**config.mk**
```make
export PLATFORM = sky130hd
export DESIGN_NAME = shift_sched
export DESIGN_NICKNAME = d
export VERILOG_FILES = /design/src/rtl/shift_sched.sv
export SDC_FILE = /design/constraint.sdc
export NUM_CORES = 1
export LEC_CHECK = 0
export ABC_AREA = 1
export CAP_MARGIN = 10
export CORE_ASPECT_RATIO = 1.1
export CORE_MARGIN = 1.5
export CORE_UTILIZATION = 45
export CTS_BUF_LIST = sky130_fd_sc_hd__clkbuf_8
export CTS_CLUSTER_SIZE = 14
export DETAILED_ROUTE_END_ITERATION = 12
export GPL_TIMING_DRIVEN = 0
export PLACE_DENSITY = 0.7
export SYNTH_ARGS = -nofsm -noshare
export SYNTH_HDL_FRONTEND = slang
export SYNTH_SLANG_ARGS = --single-unit
```
**constraint.sdc**
```tcl
create_clock -name clk -period 1.65 [get_ports clk]
set_input_delay 0.2475 -clock clk [delete_from_list [all_inputs] [get_ports clk]]
set_output_delay 0.2475 -clock clk [all_outputs]
set_load 0.01 [all_outputs]
```
**src/rtl/shift_sched.sv**
```systemverilog
// Scroll scheduler: turns the divider tick into the banner shift offset (wrap left/right, bounce with dwell, freeze).
// The end/wrap pulse port is named edge_pulse because "edge" is a reserved word in SystemVerilog.
module shift_sched #(
  parameter int unsigned SHIFT_W     = 3,
  parameter int unsigned MAX_SHIFT   = 7,
  parameter int unsigned STEP_TICKS  = 4,
  parameter int unsigned PAUSE_TICKS = 8
) (
  input  logic               clk,
  input  logic               rst,
  input  logic               tick,
  input  logic               start,
  input  logic               stop,
  input  logic [1:0]         mode,
  output logic [SHIFT_W-1:0] shift,
  output logic               dir,
  output logic               busy,
  output logic               edge_pulse
);

  localparam int unsigned CNT_MAX = (STEP_TICKS > PAUSE_TICKS) ? STEP_TICKS : PAUSE_TICKS;
  localparam int unsigned CNT_W   = (CNT_MAX > 1) ? $clog2(CNT_MAX) : 1;
  localparam logic [CNT_W-1:0]   STEP_LAST  = CNT_W'(STEP_TICKS - 1);
  localparam logic [CNT_W-1:0]   PAUSE_LAST = CNT_W'((PAUSE_TICKS > 0) ? PAUSE_TICKS - 1 : 0);
  localparam logic [SHIFT_W-1:0] SHIFT_MAX  = SHIFT_W'(MAX_SHIFT);
  localparam logic [SHIFT_W-1:0] SHIFT_ONE  = SHIFT_W'(1);

  typedef enum logic [1:0] {IDLE, RUN, DWELL} state_t;
  typedef enum logic [1:0] {WRAP_L = 2'b00, WRAP_R = 2'b01, BOUNCE = 2'b10, FREEZE = 2'b11} mode_t;

  state_t             state, state_n;
  mode_t              lmode, lmode_n;
  logic [CNT_W-1:0]   cnt, cnt_n;
  logic [SHIFT_W-1:0] shift_n, bounce_nxt;
  logic               dir_n, busy_n, edge_n;

  always_ff @(posedge clk or posedge rst) begin
    if (rst) begin
      state      <= IDLE;
      lmode      <= WRAP_L;
      cnt        <= '0;
      shift      <= '0;
      dir        <= 1'b0;
      busy       <= 1'b0;
      edge_pulse <= 1'b0;
    end else begin
      state      <= state_n;
      lmode      <= lmode_n;
      cnt        <= cnt_n;
      shift      <= shift_n;
      dir        <= dir_n;
      busy       <= busy_n;
      edge_pulse <= edge_n;
    end
  end

  assign bounce_nxt = dir ? (shift - SHIFT_ONE) : (shift + SHIFT_ONE);

  // Priority: stop, then start (which swallows a coincident tick), then tick-driven counting.
  always_comb begin
    state_n = state;
    lmode_n = lmode;
    cnt_n   = cnt;
    shift_n = shift;
    dir_n   = dir;
    edge_n  = 1'b0;
    if (stop) begin
      state_n = IDLE;
      cnt_n   = '0;
    end else if (start) begin
      state_n = RUN;
      cnt_n   = '0;
      lmode_n = mode_t'(mode);
      if (mode_t'(mode) == WRAP_R) begin
        shift_n = SHIFT_MAX;
        dir_n   = 1'b1;
      end else begin
        shift_n = '0;
        dir_n   = 1'b0;
      end
    end else if (tick) begin
      case (state)
        RUN: begin
          if (cnt == STEP_LAST) begin
            cnt_n = '0;
            case (lmode)
              WRAP_L: begin
                if (shift == SHIFT_MAX) begin
                  shift_n = '0;
                  edge_n  = 1'b1;
                end else begin
                  shift_n = shift + SHIFT_ONE;
                end
              end
              WRAP_R: begin
                if (shift == '0) begin
                  shift_n = SHIFT_MAX;
                  edge_n  = 1'b1;
                end else begin
                  shift_n = shift - SHIFT_ONE;
                end
              end
              BOUNCE: begin
                shift_n = bounce_nxt;
                if (bounce_nxt == '0 || bounce_nxt == SHIFT_MAX) begin
                  edge_n = 1'b1;
                  dir_n  = ~dir;
                  if (PAUSE_TICKS > 0) state_n = DWELL;
                end
              end
              default: ;
            endcase
          end else begin
            cnt_n = cnt + 1'b1;
          end
        end
        DWELL: begin
          if (cnt == PAUSE_LAST) begin
            cnt_n   = '0;
            state_n = RUN;
          end else begin
            cnt_n = cnt + 1'b1;
          end
        end
        default: ;
      endcase
    end
    busy_n = (state_n != IDLE);
  end

endmodule

```
==> results.md <==
* Placement Setup Slack at -0.162 ns
* RSZ-0062 raised after global routing: true
* DR WL/cell at 12.3 um
* Post-synth top area share at 32.4%
* Reg2Reg Depth at 13
* Slew @ Worst Pin at 0.515 ns
* VDD IR-drop max at 757 uV
* Largest family of logic cells by synthesized area: simple AND/OR/NAND/NOR gates
* Routability congestion estimate at 0.861
* Setup-failing EPs final at 7
* Mean Syn Cell Area at 7.32 um2
* Max-Cap Viols at 0
* Final nets at 178
* Ratio of cells with drive above 1 in the final layout at 15.4%
* Max Clock Freq at 562 MHz
* Mux share of post-synthesis cell area at 0%
* Gate Count Post-Synth at 137
* First-pass GRT wire length at 3740 um
* Clock Tree Root: clkbuf_8
* Placed cell count at 177
* Die X at 48.0 um
* Initial antenna violation count at 0
* Yosys warns at 0
* Post-synthesis simple-gate area fraction at 24.6%
* Num rows at 17
* Synth area leaders: dfrtp_1 (32%), ha_1 (17%), nand2_1 (12%), inv_1 (9.4%), o21ai_0 (6.5%)
* Area of the multi-input gates at 629 um2
* GR Util met2 at 36.0%
* Tot GR Track Use at 21.3%
* Grt met3 use at 3.10%
* Core Area at 2060 um2
* Area after DPL at 1180 um2
* Layout area overhead at 27.2%
* Initial DRC count at 35
* Setup Crit Path Kind: reg -> reg
* Routed WL at 2260 um
* Port buffer count at 12
* Crit end category: flop
* Clk buf depth at 2
* Vias in the first global route at 920
* Slew Limit Fails at 0
* Seq cells post-synth at 13
* Skew final at 0.00271 ns
* Pwr dens at 1050 nW/um2
* Critical path peak fanout at 4
* Detail Route Antenna Nets at 0
* Required time of the critical path at 1.78 ns
* Register area at 327 um2
* Fin crit period at 1.78 ns
* Sequential share of the synthesized area at 32.4%
* Busiest grt layer: met2
* Largest area contributor in the netlist: dfrtp_1
* Die area at 2520 um2
* Compound-Gate Fraction of Synth Area at 15.8%
* Layout Cells excl Fill at 184
* Failing checks: setup timing
* Adder-cell share of the synthesized area at 17.5%
* Setup TNS after final layout at -0.521 ns
* Fill cell count at 206
* Period utilization at 108%
* Worst setup SP type: flop
* Largest net degree at the start of global routing at 14
* Vias per cell at 5.24
* TritonCTS clock tree: done
* Worst path arrival time at 1.91 ns
* Die H at 52.5 um
* DRC viols at 0
* Clock-pin slew on the worst setup and hold paths at 0.05 ns
* # diodes at 0
* Run status: complete, but fails checks
* Synth Area in XOR/XNOR at 0%
* Rel. slew slack at 65.7%
* Starting Density at 48.6%
* Total CTS buffers at 3
* Routed via count at 965
* Total gr overflow at 0
* Detail Placement HPWL at 1710 um
* Mapped Area at 1000 um2
* Worst Slack Setup Final at -0.129 ns
* Lkg Pwr at 0.635 nW
* Syn_nets at 158
* IO Count at 13
* Post-route cell area at 1280 um2
* Clk_lat worst skew at 0.24 ns
* Final Hold Viols at 0
* Clock sinks at 13
* Number of H-tree levels at 1
* Hold Crit Class: in -> async
* Global Route met1 Usage at 24.5%
* Total iterations of the first detailed-routing run at 4
* Unique masters post-synth at 21
==> kinds of logic (layout without fill, tap and decap cells) <==
kind of cell             after synthesis  after routing
AND/OR/NAND/NOR                       57             57
buffers and inverters                 26             45
AO/OA/AOI/OAI                         27             27
adder cells (fa/ha/maj)               14             14
flip-flops                            13             13
==> worst paths after layout <==
kind | startpoint | to | slack [ns]
min in group clk | cnt[1]$_DFFE_PP0P_ | cnt[1]$_DFFE_PP0P_ | 0.53
worst min register to register | cnt[1]$_DFFE_PP0P_ | cnt[1]$_DFFE_PP0P_ | 0.53
worst max-delay path | shift[0]$_DFFE_PP0P_ | busy$_DFF_PP0_ | -0.13
worst max register to register | shift[0]$_DFFE_PP0P_ | busy$_DFF_PP0_ | -0.13
worst min-delay path | rst | cnt[2]$_DFFE_PP0P_ | 0.34
max in group asynchronous | rst | shift[0]$_DFFE_PP0P_ | 0.94
==> critical path, cell delays in order (launching register included) <==
cell     delay [ns]
dfrtp_2        0.45
ha_4           0.18
ha_4           0.21
or2_1          0.22
nand2_2        0.09
nand2_2        0.05
nand2_2        0.07
nand3_2        0.07
nand2_1        0.07
nand2_1        0.04
nand2_1        0.06
nand2_1        0.05
nand2_2        0.06
nand2_1        0.04
==> metal layers <==
layer	wire length, um	vias to the layer above	share of wire [%]
li1	-	479	-
met1	928	447	41
met2	1170	32	52
met3	96	7	4.2
met4	63	0	2.8
met5	0	-	0
==> what timing repair did <==
action,CTS,global route
hold buffers,0,0
setup endpoints to repair,7,8
pin swaps,2,0
setup buffers,2,1
resized for setup,3,5
==> layout by cell type (no fill, tap or decap) <==
master	instances
nand2_1	29
inv_1	23
o21ai_0	13
dfrtp_1	12
clkdlybuf4s50_1	12
ha_1	11
nor2_1	10
nand3_1	6
a21oi_1	5
nand2_2	5
inv_2	4
a22oi_1	3
ha_4	3
clkbuf_8	3
buf_4	3
o21ai_1	2
nor2_2	1
nor3_1	1
or2_1	1
a21oi_2	1
nand4_1	1
nand3_2	1
or3_1	1
a31oi_1	1
o41ai_2	1
o221ai_1	1
or2_2	1
dfrtp_2	1
==> registers in the layout, summed over array words and instances, names as in the netlist <==
register,cells
shift,3
state,2
busy,1
lmode,2
dir,1
edge_pulse,1
cnt,3
==> synthesized netlist by cell type <==
master	number
or2_1	1
a31oi_1	1
ha_1	14
nor3_1	1
inv_2	1
nor2_1	11
o21ai_0	13
dfrtp_1	13
nand2_1	31
o41ai_2	1
o21ai_1	2
nand4_1	1
nand2_2	3
a22oi_1	3
nand3_1	6
or3_1	1
a21oi_1	6
o221ai_1	1
nand3_2	1
inv_1	25
or2_2	1
==> through the flow <==
step	hold WS [ns]	utilization [%]	power (mW)
final	0.339	61.9	1.34
after global routing	0.379	61.9	1.44
after CTS	0.359	60.5	1.28
after floorplan	0.124	-	0.792
after global placement	0.510	57.4	0.951
after detailed placement	0.522	57.4	0.964
==> where the power goes <==
part / leakage, nW / switching [mW] / internal (mW)
Sequential: 0.164 / 0.0670 / 0.361
Clock: 0.0269 / 0.113 / 0.164
Combinational: 0.444 / 0.340 / 0.295
Total: 0.635 / 0.520 / 0.820
==> final cells by class <==
type	instances	share of cell area (%)
timing repair buffer	15	11.2
multi-input combinational	98	49.3
sequential	13	25.6
clock inverter	1	0.294
tap	28	2.75
clock buffer	3	3.24
inverter	26	7.65
Note: power is estimated with default switching activity, not from simulation.
